$ cat config.mk
export PLATFORM = sky130hd
export DESIGN_NAME = ternary_frame_sequencer
export DESIGN_NICKNAME = d
export VERILOG_FILES = /design/src/rtl/ternary_fabric_pkg.sv /design/src/rtl/ternary_frame_sequencer.sv
export SDC_FILE = /design/constraint.sdc
export NUM_CORES = 1
export LEC_CHECK = 0
export CORE_MARGIN = 10
export CORE_UTILIZATION = 45
export CTS_CLUSTER_DIAMETER = 60
export DETAILED_ROUTE_END_ITERATION = 8
export GPL_TIMING_DRIVEN = 0
export PLACE_DENSITY = 0.79
export SKIP_CTS_REPAIR_TIMING = 1
export SLEW_MARGIN = 20
export SYNTH_ARGS = -nofsm -noshare
export SYNTH_HDL_FRONTEND = slang
export SYNTH_SLANG_ARGS = --single-unit
export TNS_END_PERCENT = 20
$ cat constraint.sdc
create_clock -name clk -period 4.5 [get_ports clk]
set_input_delay 0.675 -clock clk [delete_from_list [all_inputs] [get_ports clk]]
set_output_delay 0.675 -clock clk [all_outputs]
set_load 0.1 [all_outputs]
$ cat src/rtl/ternary_fabric_pkg.sv
// Shared definitions for the ternary fabric: frame sequencer state encoding,
// register bank offsets and the default word stride.
package ternary_fabric_pkg;

  typedef enum logic [2:0] {
    ST_IDLE,
    ST_CLEAR,
    ST_FETCH,
    ST_WAIT,
    ST_PUSH,
    ST_FLUSH
  } seq_state_t;

  localparam logic [7:0] REG_CTRL  = 8'h00;
  localparam logic [7:0] REG_BASE  = 8'h08;
  localparam logic [7:0] REG_DEPTH = 8'h0C;

  localparam int unsigned SEQ_ADDR_STRIDE = 4;

endpackage

$ cat src/rtl/ternary_frame_sequencer.sv
// Frame hydration sequencer: clears lane accumulators, then fetches cfg_depth
// packed-trit words from memory (one outstanding read) and hands each to the
// lane array over valid/ready.
// Optional: define SEQ_PERF_CNT_EN to add the perf_stall_cycles counter port.
module ternary_frame_sequencer
  import ternary_fabric_pkg::*;
#(
  parameter int unsigned ADDR_W      = 32,
  parameter int unsigned DATA_W      = 32,
  parameter int unsigned DEPTH_W     = 16,
  parameter int unsigned ADDR_STRIDE = SEQ_ADDR_STRIDE
) (
  input  logic               clk,
  input  logic               reset_n,
  input  logic               cfg_start,
  input  logic               cfg_abort,
  input  logic [ADDR_W-1:0]  cfg_base_addr,
  input  logic [DEPTH_W-1:0] cfg_depth,
  output logic               mem_req_valid,
  input  logic               mem_req_ready,
  output logic [ADDR_W-1:0]  mem_req_addr,
  input  logic               mem_rsp_valid,
  input  logic [DATA_W-1:0]  mem_rsp_data,
  output logic               lane_clear,
  output logic               lane_valid,
  input  logic               lane_ready,
  output logic [DATA_W-1:0]  lane_data,
  output logic               busy,
  output logic               done,
  output logic [DEPTH_W-1:0] words_done
`ifdef SEQ_PERF_CNT_EN
  ,
  output logic [31:0]        perf_stall_cycles
`endif
);

  seq_state_t         state, state_nx;
  logic [ADDR_W-1:0]  addr;
  logic [DEPTH_W-1:0] remaining;
  logic [DATA_W-1:0]  hold;
  logic               start_acc;
  logic               rsp_take;
  logic               lane_hs;

  assign mem_req_addr = addr;
  assign lane_data    = hold;

  // State register.
  always_ff @(posedge clk or negedge reset_n) begin
    if (!reset_n) state <= ST_IDLE;
    else          state <= state_nx;
  end

  // Next-state and handshake outputs. Abort is folded in combinationally so an
  // aborted FETCH never presents a request and an aborted PUSH drops lane_valid
  // in the same cycle.
  always_comb begin
    state_nx      = state;
    mem_req_valid = 1'b0;
    lane_valid    = 1'b0;
    lane_clear    = 1'b0;
    start_acc     = 1'b0;
    rsp_take      = 1'b0;
    lane_hs       = 1'b0;
    unique case (state)
      ST_IDLE: begin
        if (cfg_start) begin
          start_acc = 1'b1;
          if (cfg_depth != '0) state_nx = ST_CLEAR;
        end
      end
      ST_CLEAR: begin
        lane_clear = 1'b1;
        state_nx   = cfg_abort ? ST_IDLE : ST_FETCH;
      end
      ST_FETCH: begin
        if (cfg_abort) begin
          state_nx = ST_IDLE;
        end else begin
          mem_req_valid = 1'b1;
          if (mem_req_ready) state_nx = ST_WAIT;
        end
      end
      ST_WAIT: begin
        // A response coinciding with abort is already consumed, so no flush.
        if (mem_rsp_valid) begin
          rsp_take = !cfg_abort;
          state_nx = cfg_abort ? ST_IDLE : ST_PUSH;
        end else if (cfg_abort) begin
          state_nx = ST_FLUSH;
        end
      end
      ST_PUSH: begin
        if (cfg_abort) begin
          state_nx = ST_IDLE;
        end else begin
          lane_valid = 1'b1;
          if (lane_ready) begin
            lane_hs  = 1'b1;
            state_nx = (remaining == DEPTH_W'(1)) ? ST_IDLE : ST_FETCH;
          end
        end
      end
      ST_FLUSH: begin
        if (mem_rsp_valid) state_nx = ST_IDLE;
      end
      default: state_nx = ST_IDLE;
    endcase
  end

  // Pass configuration, hold register, progress counters and status flags.
  always_ff @(posedge clk or negedge reset_n) begin
    if (!reset_n) begin
      addr       <= '0;
      remaining  <= '0;
      hold       <= '0;
      busy       <= 1'b0;
      done       <= 1'b0;
      words_done <= '0;
    end else if (start_acc) begin
      addr       <= cfg_base_addr;
      remaining  <= cfg_depth;
      words_done <= '0;
      done       <= (cfg_depth == '0);
      busy       <= (cfg_depth != '0);
    end else begin
      if (rsp_take) hold <= mem_rsp_data;
      if (lane_hs) begin
        words_done <= words_done + DEPTH_W'(1);
        addr       <= addr + ADDR_W'(ADDR_STRIDE);
        remaining  <= remaining - DEPTH_W'(1);
        if (remaining == DEPTH_W'(1)) done <= 1'b1;
      end
      if (state != ST_IDLE && state_nx == ST_IDLE) busy <= 1'b0;
    end
  end

`ifdef SEQ_PERF_CNT_EN
  logic stall;

  // A cycle is a stall when the current state's handshake partner is not ready.
  always_comb begin
    stall = ((state == ST_FETCH) && !mem_req_ready) ||
            ((state == ST_WAIT)  && !mem_rsp_valid) ||
            ((state == ST_PUSH)  && !lane_ready);
  end

  // Saturating stall counter, restarted by each accepted start.
  always_ff @(posedge clk or negedge reset_n) begin
    if (!reset_n)                      perf_stall_cycles <= '0;
    else if (start_acc)                perf_stall_cycles <= '0;
    else if (stall && perf_stall_cycles != '1) perf_stall_cycles <= perf_stall_cycles + 32'd1;
  end
`endif

endmodule
# Yosys cells after proc, flatten, opt, wreduce, memory -nomap -nowiden
# Cells that the tools add are included.
dict set report word_totals {
  reg_bits 101
  input_bits 87
  out_inout_bits 85
  wordCells 64
}
dict set report classes {
  addsub 3
  n_eq_ne 6
  mux 35
  bitwise 1
  n_reduce_logical 12
}
# operator count
set op_table {}
lappend op_table {{$mux 16} 4}
lappend op_table {{$mux 32} 2}
lappend op_table {{$add 32x3->32 const B} 1}
lappend op_table {{$mux 3} 10}
lappend op_table {{$pmux 3 s6} 1}
lappend op_table {{$add 16x1->16 const B} 1}
lappend op_table {{$eq 16x1->1 const B} 1}
lappend op_table {{$logic_not 16->1} 1}
lappend op_table {{$mux 1} 16}
lappend op_table {{$reduce_bool 16->1} 1}
lappend op_table {{$sub 16x1->16 const B} 1}
lappend op_table {{$eq 3x2->1 const B} 2}
lappend op_table {{$eq 3x3->1 const B} 2}
lappend op_table {{$logic_not 3->1} 2}
lappend op_table {{$reduce_bool 2->1} 3}
lappend op_table {{$mux 2} 2}
lappend op_table {{$reduce_and 2->1} 2}
lappend op_table {{$eq 3x1->1 const B} 1}
lappend op_table {{$reduce_bool 3->1} 1}
lappend op_table {{$logic_and 1x1->1} 1}
lappend op_table {{$logic_not 1->1} 1}
lappend op_table {{$not 1->1} 1}

# Depth between registers and ports, before layout
# Gate-level depths: netlist of the first run.
dict set report depth {
  word_depth 9
  ltp_mapped 10
}

# Least setup slack after synthesis of the first run
# OpenSTA, ideal clock, no wires.
dict set report synth_path {
  kind {input-to-reg}
  startpoint {input cfg_abort}
  endpoint {register busy}
  setup_time_ps 80
  arrival_time_ps 4707
  slack_ps -286
  cell_stages 4
  path_buffers 0
  path_cell_list {nor4b_1 > a211oi_1 > or3b_2 > a2bb2oi_1}
}
dict set report synth_between {
  elab_chain_len 6
  elab_cells_between_ends 10
  cone_classes {7 x mux; 3 x reduce/logical}
}
# element line_no
set synth_lines {}
lappend synth_lines {{start: declaration} ternary_frame_sequencer.sv:16} ;# input logic cfg_abort,
lappend synth_lines {{$mux 3, on equally long branches} {ternary_frame_sequencer.sv:89, ternary_frame_sequencer.sv:88}}
lappend synth_lines {{$mux 3} ternary_frame_sequencer.sv:86} ;# if (mem_rsp_valid) begin
lappend synth_lines {{$pmux 3 s6 (*)} ternary_frame_sequencer.sv:65} ;# unique case (state)
lappend synth_lines {{$logic_not 3->1 (*)} ternary_frame_sequencer.sv:134} ;# if (state != ST_IDLE && state_nx == ST_IDLE) busy <= 1'b0;
lappend synth_lines {{$logic_and 1x1->1 (*)} ternary_frame_sequencer.sv:134}
lappend synth_lines {{$reduce_bool 2->1 (no source line) (*)} --}
lappend synth_lines {{end signal: assignment} ternary_frame_sequencer.sv:125} ;# busy <= (cfg_depth != '0);
lappend synth_lines {{end: declaration} ternary_frame_sequencer.sv:28} ;# output logic busy,
# Every way passes the cells marked *; elsewhere a longest branch is shown, timed or not.
# A chain may end at the register's enable or synchronous reset.

# Worst setup path after layout of the first run
dict set report layout_path {
  startpoint {input cfg_abort}
  endpoint {output lane_valid}
}
dict set report layout_between {
  elab_chain_len 2
}
# element line_no
set layout_lines {}
lappend layout_lines {{$mux 1} ternary_frame_sequencer.sv:94} ;# if (cfg_abort) begin
lappend layout_lines {{$mux 1} ternary_frame_sequencer.sv:65}
lappend layout_lines {{end: declaration} ternary_frame_sequencer.sv:25} ;# output logic lane_valid,
# Every way passes these cells.

==> results of run 1 <==
==> worst register-to-register path: stages, from the launching register on <==
cell and delay, ps:
dfrtp_1 390, clkbuf_1 200, nor4b_2 750, clkbuf_1 480, buf_1 510, nand2_1 130
nand3_1 100
==> cells by family after synthesis <==
family	share of synthesized area
DFF	0.505
buffers and inverters	0.0272
adders and majority gates	0.00999
and+or+nand+nor	0.211
AOI/OAI and AO/OA	0.126
muxes	0.0759
xor gates and xnor gates	0.0455
==> per-layer routing <==
metal	vias to the layer above	part of all wire	global-route usage
met5	-	0	0
met4	0	0.018	0.0725
met3	24	0.077	0.0473
met2	234	0.48	0.321
met1	2302	0.42	0.243
li1	2200	-	-
==> synthesized netlist by cell type (all sizes together), types with 3 or more instances <==
master and n:
and4 3, nand2 66, a32oi 3, nor3 9
mux2 32, or4 3, nor2 39, nand4 15
nor4 18, nor4b 5, clkbuf 13, o211ai 10
xnor2 13, o311ai 6, a221o 7, ha 4
buf 11, and2 4, and3 6, o21ai 25
dfrtp 101, inv 6, xor2 13, a22oi 7
nand3 30, a21oi 15
==> cell type report <==
type | count | area [um2]
Multi-Input combinational cell | 362 | 2360
Timing Repair Buffer | 172 | 1740
Clock inverter | 6 | 62.6
Clock buffer | 10 | 128
Buffer | 24 | 105
Tap cell | 140 | 175
Fill cell | 887 | 3760
Sequential cell | 101 | 2530
Inverter | 7 | 31.3
==> stage by stage <==
| step | util | std cells | hold WS, ps | area [um2] | setup TNS (ps) |
|---|---|---|---|---|---|
| after floorplan | - | 494 | 379 | 5010 | 0 |
| after global placement | 0.634 | 805 | 463 | 6900 | -102650 |
| after detailed placement | 0.637 | 806 | 474 | 6930 | 0 |
| after CTS | 0.654 | 822 | 156 | 7120 | 0 |
| after global routing | 0.655 | 822 | 166 | 7130 | 0 |
| final | 0.655 | 822 | 153 | 7130 | 0 |
==> final timing paths <==
| path | from | to | slack (ps) | cells past startpoint |
|---|---|---|---|---|
| min in group clk | mem_req_addr[0] | mem_req_addr[0] | 480 | 2 |
| min | reset_n | lane_data[17] | 150 | 1 |
| min reg2reg | mem_req_addr[0] | mem_req_addr[0] | 480 | 2 |
| max in group asynchronous | reset_n | mem_req_addr[22] | 3670 | 2 |
| max | cfg_abort | lane_valid | 700 | 5 |
| max reg2reg | state[1] | mem_req_addr[26] | 1900 | 6 |
==> registers in the layout, indices dropped and copies added, names as in the netlist <==
| name | count |
|---|---|
| lane_data | 32 |
| mem_req_addr | 32 |
| remaining | 16 |
| words_done | 16 |
| state | 3 |
| done | 1 |
| busy | 1 |
==> qor.yml, run 1 <==
synthesis:
  synthFlopType: "dfrtp_1"
  synthTopCellsByArea: "dfrtp_1 50%, mux2_2 7.2%, nand2_1 4.9%"
  ys_seq_area_frac: 0.505
  syn_inst: 494
  synthDistinctLibCells: 57
  syn_nets: 585
  yosysWarnings: 0
  synth_top_area_frac: 0.505
  async_flop_share: 1.00
  ys_seq_elements: 101
  yosysTopAreaCell: "dfrtp_1"
  synthesis.area_um2: 5010
  synth_edf_count: 0
  syn_area_per_cell_um2: 10.1
cells_and_area:
  mostFrequentLayoutCells: "170 x clkdlybuf4s50_1, 101 x dfrtp_1, 65 x nand2_1"
  layout_commonest_cell: "clkdlybuf4s50_1"
  drive_above_1_share: 0.0968
  diodes: 0
  syn_to_final_growth_pct: 42.3
  fin_nets: 768
critical_path:
  worstPathCellList: "clkdlybuf4s50_1, or4b_1, buf_2, clkinv_4, clkdlybuf4s50_1"
  path_buf_inv: 4
  crit_family: "buffers and inverters"
  crit_path_max_incr_delay_ps: 1170
  required_ps: 3830
  crit_type: "primary input to primary output"
  cpMaxStageDelayCell: "clkdlybuf4s50_1"
  cp_common_cell: "clkdlybuf4s50_1"
  critical_path.endpoint_type: "primary output"
  critPathArrivalTime_ps: 3130
  crit_path_start_kind: "primary input"
  crit_fanout: 6
routing:
  vias_per_cell: 5.79
  drc: 0
  dr.pass1.iters: 5
  vias: 4760
  wire_per_inst_um: 19.8
  ant_nets: 0
  first_iter_violations: 500
  routed_wl_mm: 16.3
sta:
  finClkSkew_ps: 13.0
  fmax_mhz: 263
  setup_violations: 0
  worstMarginPinSlew_ps: 1050
  maxSlewHeadroom: 0.300
  fin_crit_sh: 0.845
  min_period_ps: 3800
  hold_violations: 0
  worst_slack_ps: 698
  rsz0062_at_grt: "no"
  slew_viol_final: 0
clock_tree:
  cts_tree: "yes"
  clk_latency_ps: 380
  clk_pin_slew_ps: 100
  cts_buffers: 9
  h-tree-depth: 3
  root_buffer: "clkbuf_8"
  cts_buffer_depth: 2
  clock-sinks: 101
floorplan:
  die_x_um: 126
  start_util: 0.460
  pin_count: 172
  die-area_um2: 15800
  dieHeight_um: 126
  row_count: 38
  coreArea_um2: 10900
place:
  port_buffers: 171
  dpl.hpwl_mm: 12.3
  dp_slack_ps: 723
  place_congestion: 0.870
grt:
  grt_start_max_net_pins: 74
  gr-total-overflow: 0
  antenna_found_initial: 0
  grt_pass1_wl_mm: 25.5
  grt_pass1_vias: 4762
  gr-usage-all-layers: 0.195
flow_run:
  maxCapViolations: 0
hold_path:
  min_path_type: "primary input to async pin"
status:
  outcome: "complete, no violations"
Power of run 1 is left out: the tool's default activity adds up to more than one toggle a clock period on the data nets, which glitch-free logic cannot reach.
==> inputs of run 2 (changes only) <==
Clock period 4.5 ns to 3.85 ns, I/O delays scaled along.
==> results of run 2 <==
Same layout as run 1 (identical final DEF). Status: complete, no violations.
Main changes from that run: setup slack after placement 723 ps -> 268 ps; setup slack after layout 698 ps -> 243 ps; hold slack 153 ps -> 55.1 ps; register-to-register setup slack 1900 ps -> 1250 ps
Power of run 2 is left out for the same reason.
